<file path="src/rtl/zzlab_env_axil_master_if.sv">
// AXI4-Lite bus bundle between an initiator (master modport) and a register slave.
// Channel names follow the AXI signal names so they line up with s_axi_control ports.
interface zzlab_env_axil_master_if #(
    parameter int ADDR_WIDTH = 6,
    parameter int DATA_WIDTH = 32
);
    logic                      AWVALID;
    logic                      AWREADY;
    logic [ADDR_WIDTH-1:0]     AWADDR;
    logic                      WVALID;
    logic                      WREADY;
    logic [DATA_WIDTH-1:0]     WDATA;
    logic [DATA_WIDTH/8-1:0]   WSTRB;
    logic                      BVALID;
    logic                      BREADY;
    logic [1:0]                BRESP;
    logic                      ARVALID;
    logic                      ARREADY;
    logic [ADDR_WIDTH-1:0]     ARADDR;
    logic                      RVALID;
    logic                      RREADY;
    logic [DATA_WIDTH-1:0]     RDATA;
    logic [1:0]                RRESP;

    modport master (
        output AWVALID, AWADDR, WVALID, WDATA, WSTRB, BREADY, ARVALID, ARADDR, RREADY,
        input  AWREADY, WREADY, BVALID, BRESP, ARREADY, RVALID, RDATA, RRESP
    );

    modport slave (
        input  AWVALID, AWADDR, WVALID, WDATA, WSTRB, BREADY, ARVALID, ARADDR, RREADY,
        output AWREADY, WREADY, BVALID, BRESP, ARREADY, RVALID, RDATA, RRESP
    );
endinterface

</file>
<file path="src/rtl/zzlab_env_axil_master.sv">
// Single-outstanding AXI4-Lite initiator: one command in, one AXI-Lite transfer out, one
// response back, with a per-transaction timeout so a hung slave cannot wedge the requester.
module zzlab_env_axil_master #(
    parameter int C_M_AXI_CONTROL_ADDR_WIDTH = 6,
    parameter int C_M_AXI_CONTROL_DATA_WIDTH = 32,
    parameter int C_TIMEOUT                  = 1024
) (
    input  logic                                    ap_clk,
    input  logic                                    ap_rst_n,
    input  logic                                    cmd_valid,
    output logic                                    cmd_ready,
    input  logic                                    cmd_write,
    input  logic [C_M_AXI_CONTROL_ADDR_WIDTH-1:0]   cmd_addr,
    input  logic [C_M_AXI_CONTROL_DATA_WIDTH-1:0]   cmd_wdata,
    input  logic [C_M_AXI_CONTROL_DATA_WIDTH/8-1:0] cmd_wstrb,
    output logic                                    rsp_valid,
    input  logic                                    rsp_ready,
    output logic [C_M_AXI_CONTROL_DATA_WIDTH-1:0]   rsp_rdata,
    output logic [1:0]                              rsp_resp,
    output logic                                    rsp_timeout,
    zzlab_env_axil_master_if.master                 m_axi_control
);
    localparam int AW     = C_M_AXI_CONTROL_ADDR_WIDTH;
    localparam int DW     = C_M_AXI_CONTROL_DATA_WIDTH;
    localparam int SW     = DW / 8;
    localparam int CNT_W  = ($clog2(C_TIMEOUT + 1) > 0) ? $clog2(C_TIMEOUT + 1) : 1;
    localparam bit TO_EN  = (C_TIMEOUT > 0);
    localparam logic [CNT_W-1:0] TO_MAX  = CNT_W'(C_TIMEOUT);
    localparam logic [CNT_W-1:0] TO_LAST = CNT_W'((C_TIMEOUT > 0) ? C_TIMEOUT - 1 : 0);
    localparam logic [AW-1:0]    ADDR_MASK = ~AW'(3);

    typedef enum logic [2:0] {
        S_IDLE,
        S_WR,
        S_RD,
        S_WAIT_B,
        S_WAIT_R,
        S_RSP
    } state_t;

    state_t            state_q, state_d;
    logic              cmd_ready_q, cmd_ready_d;
    logic              aw_pend_q, aw_pend_d;
    logic              w_pend_q, w_pend_d;
    logic [AW-1:0]     addr_q, addr_d;
    logic [DW-1:0]     wdata_q, wdata_d;
    logic [SW-1:0]     wstrb_q, wstrb_d;
    logic [DW-1:0]     rsp_rdata_q, rsp_rdata_d;
    logic [1:0]        rsp_resp_q, rsp_resp_d;
    logic              rsp_timeout_q, rsp_timeout_d;
    logic [CNT_W-1:0]  cnt_q, cnt_d;

    logic [CNT_W-1:0]  cnt_sat;
    logic              expire;
    logic              abort;
    logic              aw_done;
    logic              w_done;

    always_ff @(posedge ap_clk or negedge ap_rst_n) begin
        if (!ap_rst_n) begin
            state_q       <= S_IDLE;
            cmd_ready_q   <= 1'b0;
            aw_pend_q     <= 1'b0;
            w_pend_q      <= 1'b0;
            addr_q        <= '0;
            wdata_q       <= '0;
            wstrb_q       <= '0;
            rsp_rdata_q   <= '0;
            rsp_resp_q    <= 2'b00;
            rsp_timeout_q <= 1'b0;
            cnt_q         <= '0;
        end else begin
            state_q       <= state_d;
            cmd_ready_q   <= cmd_ready_d;
            aw_pend_q     <= aw_pend_d;
            w_pend_q      <= w_pend_d;
            addr_q        <= addr_d;
            wdata_q       <= wdata_d;
            wstrb_q       <= wstrb_d;
            rsp_rdata_q   <= rsp_rdata_d;
            rsp_resp_q    <= rsp_resp_d;
            rsp_timeout_q <= rsp_timeout_d;
            cnt_q         <= cnt_d;
        end
    end

    // The counter saturates at C_TIMEOUT; expiry fires on the cycle it would reach it.
    assign cnt_sat = (cnt_q == TO_MAX) ? cnt_q : cnt_q + CNT_W'(1);
    assign expire  = TO_EN && (cnt_q == TO_LAST);
    assign aw_done = !aw_pend_q || m_axi_control.AWREADY;
    assign w_done  = !w_pend_q  || m_axi_control.WREADY;

    always_comb begin
        state_d       = state_q;
        cmd_ready_d   = cmd_ready_q;
        aw_pend_d     = aw_pend_q;
        w_pend_d      = w_pend_q;
        addr_d        = addr_q;
        wdata_d       = wdata_q;
        wstrb_d       = wstrb_q;
        rsp_rdata_d   = rsp_rdata_q;
        rsp_resp_d    = rsp_resp_q;
        rsp_timeout_d = rsp_timeout_q;
        cnt_d         = cnt_q;
        abort         = 1'b0;

        case (state_q)
            S_IDLE: begin
                cmd_ready_d = 1'b1;
                if (cmd_valid && cmd_ready_q) begin
                    cmd_ready_d = 1'b0;
                    addr_d      = cmd_addr & ADDR_MASK;
                    wdata_d     = cmd_wdata;
                    wstrb_d     = cmd_wstrb;
                    cnt_d       = '0;
                    if (cmd_write) begin
                        state_d   = S_WR;
                        aw_pend_d = 1'b1;
                        w_pend_d  = 1'b1;
                    end else begin
                        state_d   = S_RD;
                    end
                end
            end
            S_WR: begin
                cnt_d = cnt_sat;
                if (expire) begin
                    abort = 1'b1;
                end else begin
                    // AW and W complete independently; leave once both have handshaken.
                    aw_pend_d = aw_pend_q && !m_axi_control.AWREADY;
                    w_pend_d  = w_pend_q  && !m_axi_control.WREADY;
                    if (aw_done && w_done) begin
                        state_d = S_WAIT_B;
                    end
                end
            end
            S_RD: begin
                cnt_d = cnt_sat;
                if (expire) begin
                    abort = 1'b1;
                end else if (m_axi_control.ARREADY) begin
                    state_d = S_WAIT_R;
                end
            end
            S_WAIT_B: begin
                cnt_d = cnt_sat;
                if (m_axi_control.BVALID) begin
                    state_d       = S_RSP;
                    rsp_rdata_d   = '0;
                    rsp_resp_d    = m_axi_control.BRESP;
                    rsp_timeout_d = 1'b0;
                end else if (expire) begin
                    abort = 1'b1;
                end
            end
            S_WAIT_R: begin
                cnt_d = cnt_sat;
                if (m_axi_control.RVALID) begin
                    state_d       = S_RSP;
                    rsp_rdata_d   = m_axi_control.RDATA;
                    rsp_resp_d    = m_axi_control.RRESP;
                    rsp_timeout_d = 1'b0;
                end else if (expire) begin
                    abort = 1'b1;
                end
            end
            S_RSP: begin
                if (rsp_ready) begin
                    state_d     = S_IDLE;
                    cmd_ready_d = 1'b1;
                end
            end
            default: begin
                state_d     = S_IDLE;
                cmd_ready_d = 1'b1;
                aw_pend_d   = 1'b0;
                w_pend_d    = 1'b0;
            end
        endcase

        if (abort) begin
            state_d       = S_RSP;
            aw_pend_d     = 1'b0;
            w_pend_d      = 1'b0;
            rsp_rdata_d   = '0;
            rsp_resp_d    = 2'b10;
            rsp_timeout_d = 1'b1;
        end
    end

    assign cmd_ready   = cmd_ready_q;
    assign rsp_valid   = (state_q == S_RSP);
    assign rsp_rdata   = rsp_rdata_q;
    assign rsp_resp    = rsp_resp_q;
    assign rsp_timeout = rsp_timeout_q;

    // All AXI VALID/READY outputs come straight from flops or decoded state.
    assign m_axi_control.AWVALID = aw_pend_q;
    assign m_axi_control.AWADDR  = addr_q;
    assign m_axi_control.WVALID  = w_pend_q;
    assign m_axi_control.WDATA   = wdata_q;
    assign m_axi_control.WSTRB   = wstrb_q;
    assign m_axi_control.BREADY  = (state_q == S_WAIT_B);
    assign m_axi_control.ARVALID = (state_q == S_RD);
    assign m_axi_control.ARADDR  = addr_q;
    assign m_axi_control.RREADY  = (state_q == S_WAIT_R);
endmodule
</file>
<file path="src/flat_wrapper.sv">
// flat-port wrapper written by rule: the top's interface ports become plain ports
module zzlab_env_axil_master_flat 
#(
    parameter int C_M_AXI_CONTROL_ADDR_WIDTH = 6,
    parameter int C_M_AXI_CONTROL_DATA_WIDTH = 32,
    parameter int C_TIMEOUT                  = 1024
)
  (ap_clk, ap_rst_n, cmd_valid, cmd_ready, cmd_write, cmd_addr, cmd_wdata, cmd_wstrb, rsp_valid, rsp_ready, rsp_rdata, rsp_resp, rsp_timeout, m_axi_control_AWVALID, m_axi_control_AWADDR, m_axi_control_WVALID, m_axi_control_WDATA, m_axi_control_WSTRB, m_axi_control_BREADY, m_axi_control_ARVALID, m_axi_control_ARADDR, m_axi_control_RREADY, m_axi_control_AWREADY, m_axi_control_WREADY, m_axi_control_BVALID, m_axi_control_BRESP, m_axi_control_ARREADY, m_axi_control_RVALID, m_axi_control_RDATA, m_axi_control_RRESP);
  zzlab_env_axil_master_if m_axi_control_i ();
  input  logic ap_clk;
  input  logic ap_rst_n;
  input  logic cmd_valid;
  output logic cmd_ready;
  input  logic cmd_write;
  input  logic [C_M_AXI_CONTROL_ADDR_WIDTH-1:0] cmd_addr;
  input  logic [C_M_AXI_CONTROL_DATA_WIDTH-1:0] cmd_wdata;
  input  logic [C_M_AXI_CONTROL_DATA_WIDTH/8-1:0] cmd_wstrb;
  output logic rsp_valid;
  input  logic rsp_ready;
  output logic [C_M_AXI_CONTROL_DATA_WIDTH-1:0] rsp_rdata;
  output logic [1:0] rsp_resp;
  output logic rsp_timeout;
  output wire logic [$bits(m_axi_control_i.AWVALID)-1:0] m_axi_control_AWVALID;
  output wire logic [$bits(m_axi_control_i.AWADDR)-1:0] m_axi_control_AWADDR;
  output wire logic [$bits(m_axi_control_i.WVALID)-1:0] m_axi_control_WVALID;
  output wire logic [$bits(m_axi_control_i.WDATA)-1:0] m_axi_control_WDATA;
  output wire logic [$bits(m_axi_control_i.WSTRB)-1:0] m_axi_control_WSTRB;
  output wire logic [$bits(m_axi_control_i.BREADY)-1:0] m_axi_control_BREADY;
  output wire logic [$bits(m_axi_control_i.ARVALID)-1:0] m_axi_control_ARVALID;
  output wire logic [$bits(m_axi_control_i.ARADDR)-1:0] m_axi_control_ARADDR;
  output wire logic [$bits(m_axi_control_i.RREADY)-1:0] m_axi_control_RREADY;
  input wire logic [$bits(m_axi_control_i.AWREADY)-1:0] m_axi_control_AWREADY;
  input wire logic [$bits(m_axi_control_i.WREADY)-1:0] m_axi_control_WREADY;
  input wire logic [$bits(m_axi_control_i.BVALID)-1:0] m_axi_control_BVALID;
  input wire logic [$bits(m_axi_control_i.BRESP)-1:0] m_axi_control_BRESP;
  input wire logic [$bits(m_axi_control_i.ARREADY)-1:0] m_axi_control_ARREADY;
  input wire logic [$bits(m_axi_control_i.RVALID)-1:0] m_axi_control_RVALID;
  input wire logic [$bits(m_axi_control_i.RDATA)-1:0] m_axi_control_RDATA;
  input wire logic [$bits(m_axi_control_i.RRESP)-1:0] m_axi_control_RRESP;
  assign m_axi_control_AWVALID = m_axi_control_i.AWVALID;
  assign m_axi_control_AWADDR = m_axi_control_i.AWADDR;
  assign m_axi_control_WVALID = m_axi_control_i.WVALID;
  assign m_axi_control_WDATA = m_axi_control_i.WDATA;
  assign m_axi_control_WSTRB = m_axi_control_i.WSTRB;
  assign m_axi_control_BREADY = m_axi_control_i.BREADY;
  assign m_axi_control_ARVALID = m_axi_control_i.ARVALID;
  assign m_axi_control_ARADDR = m_axi_control_i.ARADDR;
  assign m_axi_control_RREADY = m_axi_control_i.RREADY;
  assign m_axi_control_i.AWREADY = m_axi_control_AWREADY;
  assign m_axi_control_i.WREADY = m_axi_control_WREADY;
  assign m_axi_control_i.BVALID = m_axi_control_BVALID;
  assign m_axi_control_i.BRESP = m_axi_control_BRESP;
  assign m_axi_control_i.ARREADY = m_axi_control_ARREADY;
  assign m_axi_control_i.RVALID = m_axi_control_RVALID;
  assign m_axi_control_i.RDATA = m_axi_control_RDATA;
  assign m_axi_control_i.RRESP = m_axi_control_RRESP;
  zzlab_env_axil_master #(.C_M_AXI_CONTROL_ADDR_WIDTH(C_M_AXI_CONTROL_ADDR_WIDTH), .C_M_AXI_CONTROL_DATA_WIDTH(C_M_AXI_CONTROL_DATA_WIDTH), .C_TIMEOUT(C_TIMEOUT)) u_core (.ap_clk(ap_clk), .ap_rst_n(ap_rst_n), .cmd_valid(cmd_valid), .cmd_ready(cmd_ready), .cmd_write(cmd_write), .cmd_addr(cmd_addr), .cmd_wdata(cmd_wdata), .cmd_wstrb(cmd_wstrb), .rsp_valid(rsp_valid), .rsp_ready(rsp_ready), .rsp_rdata(rsp_rdata), .rsp_resp(rsp_resp), .rsp_timeout(rsp_timeout), .m_axi_control(m_axi_control_i));
endmodule
</file>
<file path="config.mk">
export PLATFORM = sky130hd
export DESIGN_NAME = zzlab_env_axil_master_flat
export DESIGN_NICKNAME = d
export VERILOG_FILES = /design/src/rtl/zzlab_env_axil_master_if.sv /design/src/rtl/zzlab_env_axil_master.sv /design/src/flat_wrapper.sv
export SDC_FILE = /design/constraint.sdc
export NUM_CORES = 1
export LEC_CHECK = 0
export BUFFER_PORTS_ARGS = -buffer_cell sky130_fd_sc_hd__clkbuf_2
export CAP_MARGIN = 20
export CORE_AREA = 2 2 88 111
export CTS_BUF_LIST = sky130_fd_sc_hd__clkbuf_2 sky130_fd_sc_hd__clkbuf_4 sky130_fd_sc_hd__clkbuf_8
export DETAILED_ROUTE_END_ITERATION = 6
export DIE_AREA = 0 0 90 113
export GPL_TIMING_DRIVEN = 0
export PLACE_DENSITY = 0.79
export SETUP_SLACK_MARGIN = 0.02
export SLEW_MARGIN = 10
export SYNTH_ARGS = -nofsm -noshare
export SYNTH_HDL_FRONTEND = slang
export SYNTH_SLANG_ARGS = --single-unit
</file>
<file path="constraint.sdc">
create_clock -name ap_clk -period 3.2 [get_ports ap_clk]
set_input_delay 0.48 -clock ap_clk [delete_from_list [all_inputs] [get_ports ap_clk]]
set_output_delay 0.48 -clock ap_clk [all_outputs]
set_load 0.05 [all_outputs]
</file>
==> flow_summary.ini <==
[die]
floorplan.io_pins = 178
floorplan.initialDensity = 0.443
die_w_microns = 90
die-height_microns = 113
rows = 39
fp.coreArea_sq_um = 9080
die_footprint_sq_um = 10200

[critical_path]
worst_path_max_delay_cell = sky130_fd_sc_hd__dfrtp_1
cp_top_family = buffers and inverters
critPathRequiredTime_ns = 2.72
cp.buffers_inverters = 3
cp.arrival_ns = 1.86
cpPeakStageDelay_ns = 0.38
worstPathCellList = clkbuf_1, nor2_1, nand2_1, inv_2, clkbuf_2
start_kind = register
endpoint_kind = primary output
timing.setup.critical_path_class = reg2out
critical_path.max_fanout = 10

[routing]
wl_per_cell_microns = 13.8
antenna_left = 0
postRouteWirelength_mm = 10.1
detail_route.drc_violations = 0
via_per_inst = 5.03
drt_pass1_iterations = 7
initialDrtViolationCount = 284
routed_via_count = 3674

[logic_synthesis]
synth_edf_count = 0
synth.ff_latch_count = 92
cell_count_after_synthesis = 416
mappedNetlistArea_sq_um = 4020
seq_area_frac_synth = 0.573
postSynthAreaPerCell_sq_um = 9.66
synth.distinct_cells = 43
synthesis.yosys.warnings = 0
synth_async_sr_flop_share = 1.00
dominantRegCellSynth = sky130_fd_sc_hd__dfrtp_1

[outcome]
run_status = completed

[power]
power-per-cell-area_nw_per_um2 = 1200
ir_worst_vdd_v = 0.000709
p_leak_nw = 2.92

[flow_run]
timing.max_cap.violations = 0

[grt]
grt_max_degree = 50
grt_first_pass_wirelength_mm = 16.8
grt_antenna_before_repair = 0
number_of_global_route_vias_before_repair = 3684
grt_usage = 0.203
global_route.overflow_total = 0

[timing]
grt_setup_unrepaired = no
post-route-min-period_ns = 2.34
tightest_slew_ns = 0.672
timing.hold.ws_ns = 0.177
worst_slew_margin_rel = 0.552
timing.final.crit_share = 0.730
report.final.hold_viol_count = 0
fmaxAchievable_mhz = 428
setup_viol = 0
number_of_slew_limit_violations_in_the_final_report = 0
clock-skew-final_ns = 0.0101
timing.setup.tns_ns = 0

[clocking]
tritoncts_num_sinks = 92
htreeDepth = 3
buffer_count_from_post_cts_setup_fixing = 0
deepest_clock_path_buffer_count = 2
cts_root_buf = sky130_fd_sc_hd__clkbuf_8
cts_buffers = 9
tritoncts_clock_tree = done
cts_hold_repair.buffers = 0
post_cts_resize_count = 0
clkSlewWorstSetupHoldPaths_ns = 0.09
clkLatencyLatePin_ns = 0.36

[placed_design]
hpwl_mm = 7.54
buffer_ports.inserted = 171
placedCellCount = 714
globalplace.congestion = 0.870

[finish]
total_inserted_antenna_cells = 0
final_cell_mix = 170 x sky130_fd_sc_hd__clkbuf_2, 142 x sky130_fd_sc_hd__nand2_1, 92 x sky130_fd_sc_hd__dfrtp_1
final_cells = 730
drive_above_1_share = 0.356
design.final.nets = 693
area_delta_synth_final_pct = 30.9
final_common_cell = sky130_fd_sc_hd__clkbuf_2

[hold_path]
min-delay-path-class = in2async
[worst paths after layout]
check	from	to	slack (ns)	cells after the start
worst max-delay path	u_core.state_q[1]	m_axi_control_RREADY	0.86	5
worst min-delay path	ap_rst_n	u_core.m_axi_control.WDATA[24]	0.18	1
worst max register to register	u_core.state_q[1]	u_core.rsp_rdata[21]	1.04	8
worst min register to register	u_core.m_axi_control.WDATA[27]	u_core.m_axi_control.WDATA[27]	0.49	2
max in group asynchronous	ap_rst_n	u_core.cnt_q[3]	2.35	2
min in group ap_clk	cmd_wdata[25]	u_core.m_axi_control.WDATA[25]	0.31	3
[metrics by stage]
stage	util	power (mW)	setup slack, ns	instance area [sq um]
after detailed placement	0.558	5.54	1.08	5060
after global routing	0.580	6.68	0.740	5260
after global placement	0.555	5.46	0.632	5040
after floorplan	-	4.67	0.893	4030
final	0.580	6.31	0.864	5260
after CTS	0.580	6.35	0.866	5260
[per-layer routing]
| layer | track usage | vias to the layer above | share of wire |
|---|---|---|---|
| met1 | 0.245 | 1725 | 0.42 |
| li1 | - | 1768 | - |
| met3 | 0.0439 | 17 | 0.068 |
| met2 | 0.353 | 164 | 0.49 |
| met5 | 0 | - | 0 |
| met4 | 0.0862 | 0 | 0.017 |
[layout make-up]
| cell class | instances | area [sq um] |
|---|---|---|
| Buffer | 31 | 169 |
| Clock buffer | 9 | 124 |
| Clock inverter | 7 | 73.8 |
| Fill cell | 832 | 3820 |
| Inverter | 8 | 30.0 |
| Multi-Input combinational cell | 288 | 1530 |
| Sequential cell | 92 | 2300 |
| Tap cell | 123 | 154 |
| Timing Repair Buffer | 172 | 878 |
[worst reg2reg max path, stage by stage, from the launching register on]
cell and delay [ns]:
sky130_fd_sc_hd__dfrtp_1 0.38, sky130_fd_sc_hd__clkbuf_1 0.20, sky130_fd_sc_hd__nor2_1 0.25, sky130_fd_sc_hd__nand2_1 0.17
sky130_fd_sc_hd__inv_2 0.20, sky130_fd_sc_hd__and2_1 0.23, sky130_fd_sc_hd__buf_2 0.25, sky130_fd_sc_hd__buf_2 0.26
sky130_fd_sc_hd__a22o_1 0.17
[sequential cells by signal, indices dropped and copies added, names as in the netlist]
signal	count
u_core.rsp_resp	2
u_core.cnt_q	11
u_core.m_axi_control.AWVALID	1
u_core.cmd_ready	1
u_core.m_axi_control.ARADDR	4
u_core.rsp_rdata	32
u_core.m_axi_control.WVALID	1
u_core.m_axi_control.WDATA	32
u_core.rsp_timeout	1
u_core.state_q	3
u_core.m_axi_control.WSTRB	4
[kinds of logic (layout without fill, tap and decap cells)]
kind of cell / after synthesis / count (layout) / synth area share
other: 1 / 4 / 0.000933
xor gates and xnor gates: 1 / 1 / 0.00218
AOI/OAI and AO/OA: 80 / 80 / 0.146
DFF: 92 / 92 / 0.573
and+or+nand+nor: 197 / 197 / 0.211
muxes: 3 / 3 / 0.00747
adders and majority gates: 3 / 3 / 0.00934
buffers and inverters: 39 / 227 / 0.0495
[cell usage after synthesis (all sizes together) (2+ instances only)]
master / count / share of area
a211oi: 2 / 0.0037
a21o: 3 / 0.0056
a21oi: 14 / 0.017
a22o: 30 / 0.065
a31o: 3 / 0.0065
a31oi: 2 / 0.0031
and2: 5 / 0.0078
and3: 2 / 0.0031
buf: 21 / 0.033
clkbuf: 10 / 0.0093
dfrtp: 92 / 0.57
ha: 3 / 0.0093
inv: 8 / 0.0075
mux2i: 3 / 0.0075
nand2: 142 / 0.13
nand2b: 3 / 0.0047
nand3: 3 / 0.0037
nand4: 4 / 0.0062
nand4b: 2 / 0.0044
nor2: 18 / 0.017
nor2b: 4 / 0.0062
nor3: 2 / 0.0025
nor4: 3 / 0.0084
o211ai: 2 / 0.0037
o21ai: 12 / 0.015
o31ai: 5 / 0.0093
or3: 8 / 0.012
[power breakdown]
group | internal, mW | switching, mW
registers | 1.65 | 0.302
clock network | 0.365 | 0.424
logic | 0.908 | 2.67
total | 2.92 | 3.39
Power figures use the tool's default switching activity.
